==> src/rtl/stage3_mem_access_unit_if.sv <==
`default_nettype none
// +-----------------------------------------------------------------------+
// | stage3_mem_access_unit_if : data-bus bundle between mem stage and dmem |
// | Rev 1.0                                                                |
// +-----------------------------------------------------------------------+
interface stage3_mem_access_unit_if;
  logic        dmem_ren;
  logic        dmem_wen;
  logic [31:0] dmem_addr;
  logic [31:0] dmem_wdata;
  logic [3:0]  dmem_byte_en;
  logic        dmem_busy;
  logic [31:0] dmem_rdata;

  modport master (
    output dmem_ren, dmem_wen, dmem_addr, dmem_wdata, dmem_byte_en,
    input  dmem_busy, dmem_rdata
  );

  modport slave (
    input  dmem_ren, dmem_wen, dmem_addr, dmem_wdata, dmem_byte_en,
    output dmem_busy, dmem_rdata
  );
endinterface
`default_nettype wire

==> src/rtl/stage3_mem_access_unit.sv <==
`default_nettype none
// +-----------------------------------------------------------------------+
// | stage3_mem_access_unit : mem-stage load/store bus engine with stall    |
// | Rev 1.0                                                                |
// +-----------------------------------------------------------------------+
module stage3_mem_access_unit #(
  parameter int TIMEOUT_CYCLES = 0,
  parameter int TO_CNT_W       = 16
) (
  input  wire logic                 CLK,
  input  wire logic                 nRST,
  input  wire logic                 valid_m,
  input  wire logic                 dren_m,
  input  wire logic                 dwen_m,
  input  wire logic [2:0]           load_type_m,
  input  wire logic [31:0]          addr_m,
  input  wire logic [31:0]          store_data_m,
  input  wire logic                 hold,
  stage3_mem_access_unit_if.master  dmem,
  output logic [31:0]               load_data,
  output logic                      mem_stall,
  output logic                      mal_load,
  output logic                      mal_store,
  output logic                      fault_load,
  output logic                      fault_store
);

  typedef enum logic [1:0] {
    IDLE   = 2'd0,
    ACCESS = 2'd1,
    DONE   = 2'd2
  } state_t;

  state_t              r_state;
  logic [31:0]         r_addr;
  logic [2:0]          r_type;
  logic [31:0]         r_wdata;
  logic [3:0]          r_byte_en;
  logic                r_is_load;
  logic                r_ren;
  logic                r_wen;
  logic [31:0]         r_load_data;
  logic [TO_CNT_W-1:0] r_cnt;

  logic        w_half;
  logic        w_byte;
  logic        w_word;
  logic        w_mis;
  logic        w_accept;
  logic        w_done;
  logic        w_timeout;
  logic [3:0]  w_byte_en;
  logic [31:0] w_wdata;
  logic [31:0] w_shift;
  logic [31:0] w_fmt;

  assign w_half = (load_type_m == 3'b001) || (load_type_m == 3'b101);
  assign w_byte = (load_type_m == 3'b000) || (load_type_m == 3'b100);
  assign w_word = !w_half && !w_byte;
  assign w_mis  = (w_half && addr_m[0]) || (w_word && (addr_m[1:0] != 2'b00));

  assign w_accept = (r_state == IDLE) && valid_m && (dren_m || dwen_m) && !w_mis;
  assign w_done   = (r_state == ACCESS) && !dmem.dmem_busy;

  always_comb begin
    w_byte_en = 4'b1111;
    w_wdata   = store_data_m;
    if (w_byte) begin
      w_byte_en = 4'b0001 << addr_m[1:0];
      w_wdata   = {4{store_data_m[7:0]}};
    end else if (w_half) begin
      w_byte_en = 4'b0011 << {addr_m[1], 1'b0};
      w_wdata   = {2{store_data_m[15:0]}};
    end
  end

  // Load lane extraction uses the latched address/type, not the live ex/mem fields.
  assign w_shift = dmem.dmem_rdata >> {r_addr[1:0], 3'b000};

  always_comb begin
    w_fmt = w_shift;
    case (r_type)
      3'b000:  w_fmt = {{24{w_shift[7]}}, w_shift[7:0]};
      3'b001:  w_fmt = {{16{w_shift[15]}}, w_shift[15:0]};
      3'b100:  w_fmt = {24'd0, w_shift[7:0]};
      3'b101:  w_fmt = {16'd0, w_shift[15:0]};
      default: w_fmt = w_shift;
    endcase
  end

  generate
    if (TIMEOUT_CYCLES != 0) begin : g_timeout
      localparam logic [TO_CNT_W-1:0] c_to_last = TO_CNT_W'(TIMEOUT_CYCLES - 1);
      assign w_timeout = (r_state == ACCESS) && dmem.dmem_busy && (r_cnt == c_to_last);
    end else begin : g_no_timeout
      assign w_timeout = 1'b0;
    end
  endgenerate

  assign mem_stall   = w_accept || ((r_state == ACCESS) && dmem.dmem_busy && !w_timeout);
  assign mal_load    = (r_state == IDLE) && valid_m && dren_m && w_mis;
  assign mal_store   = (r_state == IDLE) && valid_m && dwen_m && !dren_m && w_mis;
  assign fault_load  = w_timeout && r_is_load;
  assign fault_store = w_timeout && !r_is_load;

  always_comb begin
    load_data = 32'd0;
    if (w_done && r_is_load) begin
      load_data = w_fmt;
    end else if (r_state == DONE) begin
      load_data = r_load_data;
    end
  end

  assign dmem.dmem_ren     = r_ren;
  assign dmem.dmem_wen     = r_wen;
  assign dmem.dmem_addr    = {r_addr[31:2], 2'b00};
  assign dmem.dmem_wdata   = r_wdata;
  assign dmem.dmem_byte_en = r_byte_en;

  always_ff @(posedge CLK) begin
    if (!nRST) begin
      r_state     <= IDLE;
      r_addr      <= 32'd0;
      r_type      <= 3'd0;
      r_wdata     <= 32'd0;
      r_byte_en   <= 4'd0;
      r_is_load   <= 1'b0;
      r_ren       <= 1'b0;
      r_wen       <= 1'b0;
      r_load_data <= 32'd0;
      r_cnt       <= '0;
    end else begin
      case (r_state)
        IDLE: begin
          if (w_accept) begin
            r_addr    <= addr_m;
            r_type    <= load_type_m;
            r_wdata   <= w_wdata;
            r_byte_en <= w_byte_en;
            r_is_load <= dren_m;
            r_ren     <= dren_m;
            r_wen     <= !dren_m;
            r_cnt     <= '0;
            r_state   <= ACCESS;
          end
        end
        ACCESS: begin
          if (w_timeout) begin
            r_ren       <= 1'b0;
            r_wen       <= 1'b0;
            r_load_data <= 32'd0;
            r_state     <= hold ? DONE : IDLE;
          end else if (!dmem.dmem_busy) begin
            r_ren       <= 1'b0;
            r_wen       <= 1'b0;
            r_load_data <= r_is_load ? w_fmt : 32'd0;
            r_state     <= hold ? DONE : IDLE;
          end else begin
            r_cnt <= r_cnt + 1'b1;
          end
        end
        DONE: begin
          // Holds off re-issue while the stage is stalled by someone else.
          if (!hold) begin
            r_state <= IDLE;
          end
        end
        default: r_state <= IDLE;
      endcase
    end
  end

endmodule
`default_nettype wire

==> src/flat_wrapper.sv <==
// flat-port wrapper written by rule: the top's interface ports become plain ports
module stage3_mem_access_unit_flat 
#(
  parameter int TIMEOUT_CYCLES = 0,
  parameter int TO_CNT_W       = 16
)
  (CLK, nRST, valid_m, dren_m, dwen_m, load_type_m, addr_m, store_data_m, hold, load_data, mem_stall, mal_load, mal_store, fault_load, fault_store, dmem_dmem_ren, dmem_dmem_wen, dmem_dmem_addr, dmem_dmem_wdata, dmem_dmem_byte_en, dmem_dmem_busy, dmem_dmem_rdata);
  stage3_mem_access_unit_if dmem_i ();
  input  wire logic CLK;
  input  wire logic nRST;
  input  wire logic valid_m;
  input  wire logic dren_m;
  input  wire logic dwen_m;
  input  wire logic [2:0] load_type_m;
  input  wire logic [31:0] addr_m;
  input  wire logic [31:0] store_data_m;
  input  wire logic hold;
  output logic [31:0] load_data;
  output logic mem_stall;
  output logic mal_load;
  output logic mal_store;
  output logic fault_load;
  output logic fault_store;
  output wire logic [$bits(dmem_i.dmem_ren)-1:0] dmem_dmem_ren;
  output wire logic [$bits(dmem_i.dmem_wen)-1:0] dmem_dmem_wen;
  output wire logic [$bits(dmem_i.dmem_addr)-1:0] dmem_dmem_addr;
  output wire logic [$bits(dmem_i.dmem_wdata)-1:0] dmem_dmem_wdata;
  output wire logic [$bits(dmem_i.dmem_byte_en)-1:0] dmem_dmem_byte_en;
  input wire logic [$bits(dmem_i.dmem_busy)-1:0] dmem_dmem_busy;
  input wire logic [$bits(dmem_i.dmem_rdata)-1:0] dmem_dmem_rdata;
  assign dmem_dmem_ren = dmem_i.dmem_ren;
  assign dmem_dmem_wen = dmem_i.dmem_wen;
  assign dmem_dmem_addr = dmem_i.dmem_addr;
  assign dmem_dmem_wdata = dmem_i.dmem_wdata;
  assign dmem_dmem_byte_en = dmem_i.dmem_byte_en;
  assign dmem_i.dmem_busy = dmem_dmem_busy;
  assign dmem_i.dmem_rdata = dmem_dmem_rdata;
  stage3_mem_access_unit #(.TIMEOUT_CYCLES(TIMEOUT_CYCLES), .TO_CNT_W(TO_CNT_W)) u_core (.CLK(CLK), .nRST(nRST), .valid_m(valid_m), .dren_m(dren_m), .dwen_m(dwen_m), .load_type_m(load_type_m), .addr_m(addr_m), .store_data_m(store_data_m), .hold(hold), .dmem(dmem_i), .load_data(load_data), .mem_stall(mem_stall), .mal_load(mal_load), .mal_store(mal_store), .fault_load(fault_load), .fault_store(fault_store));
endmodule
==> config.mk <==
export PLATFORM = sky130hd
export DESIGN_NAME = stage3_mem_access_unit_flat
export DESIGN_NICKNAME = d
export VERILOG_FILES = /design/src/rtl/stage3_mem_access_unit_if.sv /design/src/rtl/stage3_mem_access_unit.sv /design/src/flat_wrapper.sv
export SDC_FILE = /design/constraint.sdc
export NUM_CORES = 1
export LEC_CHECK = 0
export ABC_AREA = 1
export ABC_CLOCK_PERIOD_IN_PS = 1900
export CORE_AREA = 10 10 124 126
export CTS_CLUSTER_SIZE = 8
export DETAILED_ROUTE_END_ITERATION = 10
export DIE_AREA = 0 0 134 136
export HOLD_SLACK_MARGIN = 0.08
export MAX_ROUTING_LAYER = met4
export PLACE_DENSITY = 0.79
export SLEW_MARGIN = 5
export SYNTH_ARGS = -nofsm -noshare
export SYNTH_HDL_FRONTEND = slang
export SYNTH_SLANG_ARGS = --single-unit
==> constraint.sdc <==
create_clock -name CLK -period 1.9 [get_ports CLK]
set_input_delay 0.475 -clock CLK [delete_from_list [all_inputs] [get_ports CLK]]
set_output_delay 0.475 -clock CLK [all_outputs]
set_load 0.005 [all_outputs]
Word-level counts from Yosys, hierarchy flattened --
Index checks and enable logic that the tools add are counted.
Word-level totals: register bits after elaboration 108, bits of input ports 106, logic and storage cells 75
Operators by class: equal/unequal tests 11, shifts and indexed selects 3, multiplexer cells 18, bitwise operators 1, reductions and logical operators 33
Operators with widths (count):
- two-way mux 32 bit | 5
- one-hot mux 32 bit (4 select lines) | 1
- right shift 32 x 5 -> 32 bit | 1
- logical AND 1 bit | 14
- equality test 3 bit, second input constant | 4
- two-way mux 2 bit | 4
- two-way mux 4 bit | 2
- equality test 3 x 1 -> 1 bit, second input constant | 2
- zero test 3 bit | 2
- one-hot mux 2 bit (3 select lines) | 1
- AND reduction 3 bit | 2
- zero test 1 bit | 5
- logical OR 1 bit | 5
- inequality test 2 bit, second input constant | 2
- one-hot mux 1 bit (2 select lines) | 2
- AND reduction 2 bit | 2
- nonzero test 2 bit | 2
- << shifter 1 x 2 -> 4 bit, first input constant | 1
- << shifter 2 x 2 -> 4 bit, first input constant | 1
- two-way mux 1 bit | 3
- equality test 2 x 1 -> 1 bit, second input constant | 1
- equality test 2 bit, second input constant | 1
- zero test 2 bit | 1
- inequality test 2 x 1 -> 1 bit, second input constant | 1
- NOT 1 bit | 1

Logic depth before layout (Yosys ltp) --
depth after elaboration 10, mapped depth 11

Worst setup path after synthesis --
No wires, ideal clock.
path type input-to-output, start point in load_type_m[1], end point out mem_stall, arrival time 1168 ps, required time 1425 ps, setup slack 257 ps, cell stages on the path 7, buffers on the path 2, cells stage by stage inv_2 -> o21ai_2 -> o21ai_2 -> nand2_4 -> buf_6 -> buf_6 -> nand2_1
On the way: word-level cells in the longest chain between the ends 9, elaborated cells on any way between the ends 15
Ends and longest elaborated chain:
- from (decl) | RTL line flat_wrapper.sv:14 | input wire logic [2:0] load_type_m;
- equality test 3 x 1 -> 1 bit, or another cell as far along | RTL line stage3_mem_access_unit.sv:57 | assign w_half = (load_type_m == 3'b001) || (load_type_m == 3'b101);
- logical OR 1 bit, on equally long branches | RTL line stage3_mem_access_unit.sv:57, stage3_mem_access_unit.sv:58
- zero test 1 bit | RTL line stage3_mem_access_unit.sv:59 | assign w_word = !w_half && !w_byte;
- logical AND 1 bit | RTL line stage3_mem_access_unit.sv:59
- logical AND 1 bit | RTL line stage3_mem_access_unit.sv:60 | assign w_mis = (w_half && addr_m[0]) || (w_word && (addr_m[1:0] != 2'b00));
- logical OR 1 bit (*) | RTL line stage3_mem_access_unit.sv:60
- zero test 1 bit (*) | RTL line stage3_mem_access_unit.sv:62 | assign w_accept = (r_state == IDLE) && valid_m && (dren_m || dwen_m) && !w_mis;
- logical AND 1 bit (*) | RTL line stage3_mem_access_unit.sv:62
- logical OR 1 bit (*) | RTL line stage3_mem_access_unit.sv:100 | assign mem_stall = w_accept || ((r_state == ACCESS) && dmem.dmem_busy && !w_timeout);
- to (decl) | RTL line flat_wrapper.sv:19 | output logic mem_stall;
Every way passes the cells marked *; elsewhere a longest branch is shown, timed or not.

Final worst setup path --
start point reg u_core.r_addr[0], end point reg u_core.r_load_data[12]
On the way: word-level cells in the longest chain between the ends 3
Ends and longest elaborated chain:
- from (decl) | RTL line stage3_mem_access_unit.sv:35 | logic [31:0] r_addr;
- from (signal assigned) | RTL line stage3_mem_access_unit.sv:137 | r_addr <= addr_m;
- right shift 32 x 5 -> 32 bit | RTL line stage3_mem_access_unit.sv:78 | assign w_shift = dmem.dmem_rdata >> {r_addr[1:0], 3'b000};
- one-hot mux 32 bit (4 select lines) | RTL line stage3_mem_access_unit.sv:82 | case (r_type)
- two-way mux 32 bit | RTL line stage3_mem_access_unit.sv:157 | r_load_data <= r_is_load ? w_fmt : 32'd0;
- to (signal assigned) | RTL line stage3_mem_access_unit.sv:157
- to (decl) | RTL line stage3_mem_access_unit.sv:42 | logic [31:0] r_load_data;
Every way passes these cells. A chain may end at the register's enable or synchronous reset.

==> flow_metrics.py <==
metrics = {
    "worst_setup_path": {
        "endpoint_kind": "flip-flop",
        "r2r_cells": 16,
        "rrSetupSlack_ps": -490,
        "cp_num_buf_inv": 10,
        "critPathArrivalTime_ps": 2670,
        "slowest_stage": "dfxtp_4",
        "cp_common_cell": "buf_4",
        "cp_cell_sequence": "inv_8 -> buf_12 -> buf_16 -> nand2_1 -> a21oi_1 -> nand2_1 -> nand2_2 -> nand2_2 -> buf_4 -> buf_4 -> buf_4 -> buf_4 -> buf_4 -> buf_4 -> buf_4 -> a21oi_2",
        "path_max_fanout": 13,
        "start_kind": "flip-flop",
        "critPathMaxStageDelay_ps": 380,
        "critPathTopFamily": "buffers and inverters",
        "r2r-end": "u_core.r_load_data[12]$_SDFFE_PN0P_",
        "required_ps": 2180,
        "r2r-start": "u_core.r_addr[0]$_SDFFE_PN0P_",
        "crit_type": "reg2reg",
    },
    "cells_and_area": {
        "drive_above_1_share": 0.310,
        "final_nets": 1219,
        "area_growth_pct": 75.2,
        "stdcell_area_um2": 9700,
        "utilization": 0.747,
    },
    "placement": {
        "dpl-instance-area_um2": 7860,
        "routabilityCongestion": 0.915,
        "dp_hpwl_mm": 14.1,
        "numPortBuffers": 208,
    },
    "pwr": {
        "power_leakage_uw": 0.00428,
        "vdd_ir_drop_max_uv": 512,
        "p_total_uw": 6440,
        "power_density_nw_per_um2": 664,
    },
    "logic_synthesis": {
        "ys_types": 27,
        "synth-seq-area-share": 0.391,
        "synthFlopType": "dfxtp_1",
        "synth-seq-cells": 108,
        "synth_top_area_cell": "dfxtp_1",
        "synthTopCellsByCount": "nand2_1 (244), nor2_1 (121), dfxtp_1 (108)",
        "synthArstFlopShare": 0,
        "syn_avg_cell_area_um2": 6.66,
        "synth.area.top_cells": "dfxtp_1 (39%), nand2_1 (17%), nor2_1 (8.2%)",
        "syn_inst": 831,
        "yosysMostFrequentCell": "nand2_1",
        "synth_top_area_frac": 0.391,
        "synth_area_um2": 5540,
        "synth_edf_count": 0,
        "synth_warnings": 0,
    },
    "timing": {
        "hold_viol": 0,
        "worst_pin_slew_ps": 1060,
        "finalSetupViolCount": 37,
        "grt_setup_unrepaired": "true",
        "max_freq_mhz": 418,
        "hold_slack_ps": 464,
        "min_period_ps": 2390,
        "fin_worst_skew_ps": 18.3,
        "setup_slack_ps": -493,
        "fin_crit_sh": 1.26,
        "max_slew_margin": 0.292,
        "fin_setup_tns_ps": -11480,
        "drv_slew": 0,
    },
    "global_route": {
        "grtUsageTotal": 0.266,
        "grt_max_degree": 63,
        "grt_pass1_wl_mm": 37.5,
        "antenna_found_initial": 2,
        "grt_pass1_vias": 6973,
        "gr-total-overflow": 0,
    },
    "clock_network": {
        "ctsHoldBuffers": 0,
        "htreeDepth": 3,
        "cts_tree": "done",
        "cts_buffers": 9,
        "clkSinkCount": 108,
        "clkTransAtPathRegs_ps": 70,
        "clk_latency_ps": 370,
        "root_buffer": "clkbuf_16",
        "cts.path.max_buffers": 2,
    },
    "route": {
        "routedWlPerCell_um": 20.6,
        "num_vias": 7164,
        "drtAntennaViolNets": 0,
        "drtIter0Drc": 1079,
        "drc": 0,
        "drt-total-wl_mm": 26.7,
        "first_pass_iters": 6,
        "vias_per_cell": 5.52,
    },
    "floorplan": {
        "initial_utilization": 0.427,
        "fp.dieW_um": 134,
        "coreArea_um2": 13000,
        "die_h_um": 136,
        "dieArea_um2": 18200,
        "pin_count": 213,
        "rows": 42,
    },
    "run_status": {
        "status": "finished, violations left",
        "violations": "setup timing",
    },
    "job": {
        "drv_cap": 0,
    },
    "worst_hold_path": {
        "min_to": "u_core.dmem.dmem_wdata[30]$_SDFFE_PN0P_",
        "holdPathStages": 2,
        "min_path_type": "reg2reg",
        "min_from": "u_core.dmem.dmem_wdata[30]$_SDFFE_PN0P_",
    },
}
## layout by cell type, fill, tap and decap left out, drive strengths merged
cell type,count
nor3,2
diode,3
bufinv,2
dfxtp,108
buf,184
conb,4
inv,26
o21ai,71
nor4,1
clkbuf,13
clkdlybuf4s15,2
nand3,79
clkdlybuf4s50,153
clkinvlp,1
dlygate4sd2,18
nand2,252
nor2,126
o211ai,16
a21oi,60
## how the worst max path moves through the flow
stage,depth (start not counted),endpoint,slack [ps],startpoint
floorplan,7,mem_stall,260,load_type_m[1]
global placement,10,load_data[25],-750,dmem_dmem_rdata[31]
detailed placement,10,load_data[21],-800,dmem_dmem_rdata[31]
CTS,10,load_data[14],-280,u_core.r_addr[0]$_SDFFE_PN0P_
global route,10,load_data[8],-550,u_core.r_addr[0]$_SDFFE_PN0P_
finish,16,u_core.r_load_data[12]$_SDFFE_PN0P_,-490,u_core.r_addr[0]$_SDFFE_PN0P_
## area by class of cell
| type | instances | area, um2 |
|---|---|---|
| Tap cell | 176 | 220 |
| Clock buffer | 13 | 270 |
| Multi-Input combinational cell | 611 | 3340 |
| Clock inverter | 3 | 67.6 |
| Inverter | 26 | 108 |
| Timing Repair Buffer | 357 | 3510 |
| Sequential cell | 108 | 2170 |
| Antenna cell | 3 | 7.51 |
| Fill cell | 931 | 3280 |
## where the power goes
| part | leakage, uW | switching (uW) | internal [uW] |
|---|---|---|---|
| combinational | 0.00324 | 947 | 901 |
| clock | 0.000162 | 882 | 1270 |
| sequential | 0.000883 | 66.1 | 2380 |
| total | 0.00428 | 1900 | 4550 |
## layer usage
layer / GRT usage / vias up / wire length, um
met5: - / - / 0
met1: 0.278 / 3208 / 9440
met2: 0.434 / 565 / 12400
met3: 0.0937 / 172 / 3200
li1: - / 3219 / -
met4: 0.143 / 0 / 1660
## tightest hold or removal path: stages (launching register included)
cell and delay (ps):
dfxtp_1 310, nand2_1 60, a21oi_1 50
## flip-flops by register name, indices dropped and copies added (netlist names)
| name | cells |
|---|---|
| u_core.r_is_load | 1 |
| u_core.dmem.dmem_ren | 1 |
| u_core.r_type | 3 |
| u_core.dmem.dmem_wdata | 32 |
| u_core.r_load_data | 32 |
| u_core.dmem.dmem_byte_en | 4 |
| u_core.r_state | 2 |
| u_core.dmem.dmem_wen | 1 |
| u_core.r_addr | 32 |
## logic make-up (layout without fill, tap and decap cells)
kind of cell / count (synthesis) / in the layout / share of synthesized area
AND/OR/NAND/NOR: 459 / 460 / 0.345
AO/OA/AOI/OAI: 147 / 147 / 0.142
buffers and inverters: 116 / 399 / 0.121
flip-flops: 108 / 108 / 0.391
other: 1 / 7 / 0.000677
## timing repair
item,CTS,global route
pin swaps,66,67
resized for setup,282,106
setup buffers,96,17
setup endpoints to repair,61,46
cloned,6,0
## metrics by stage
step                worst slack, ps  instances
detailed placement             -797       1189
CTS                            -279       1307
floorplan                       257        834
global route                   -553       1296
finish                         -493       1297
global placement               -750       1189
No activity file was read; power rests on OpenSTA's default activity.
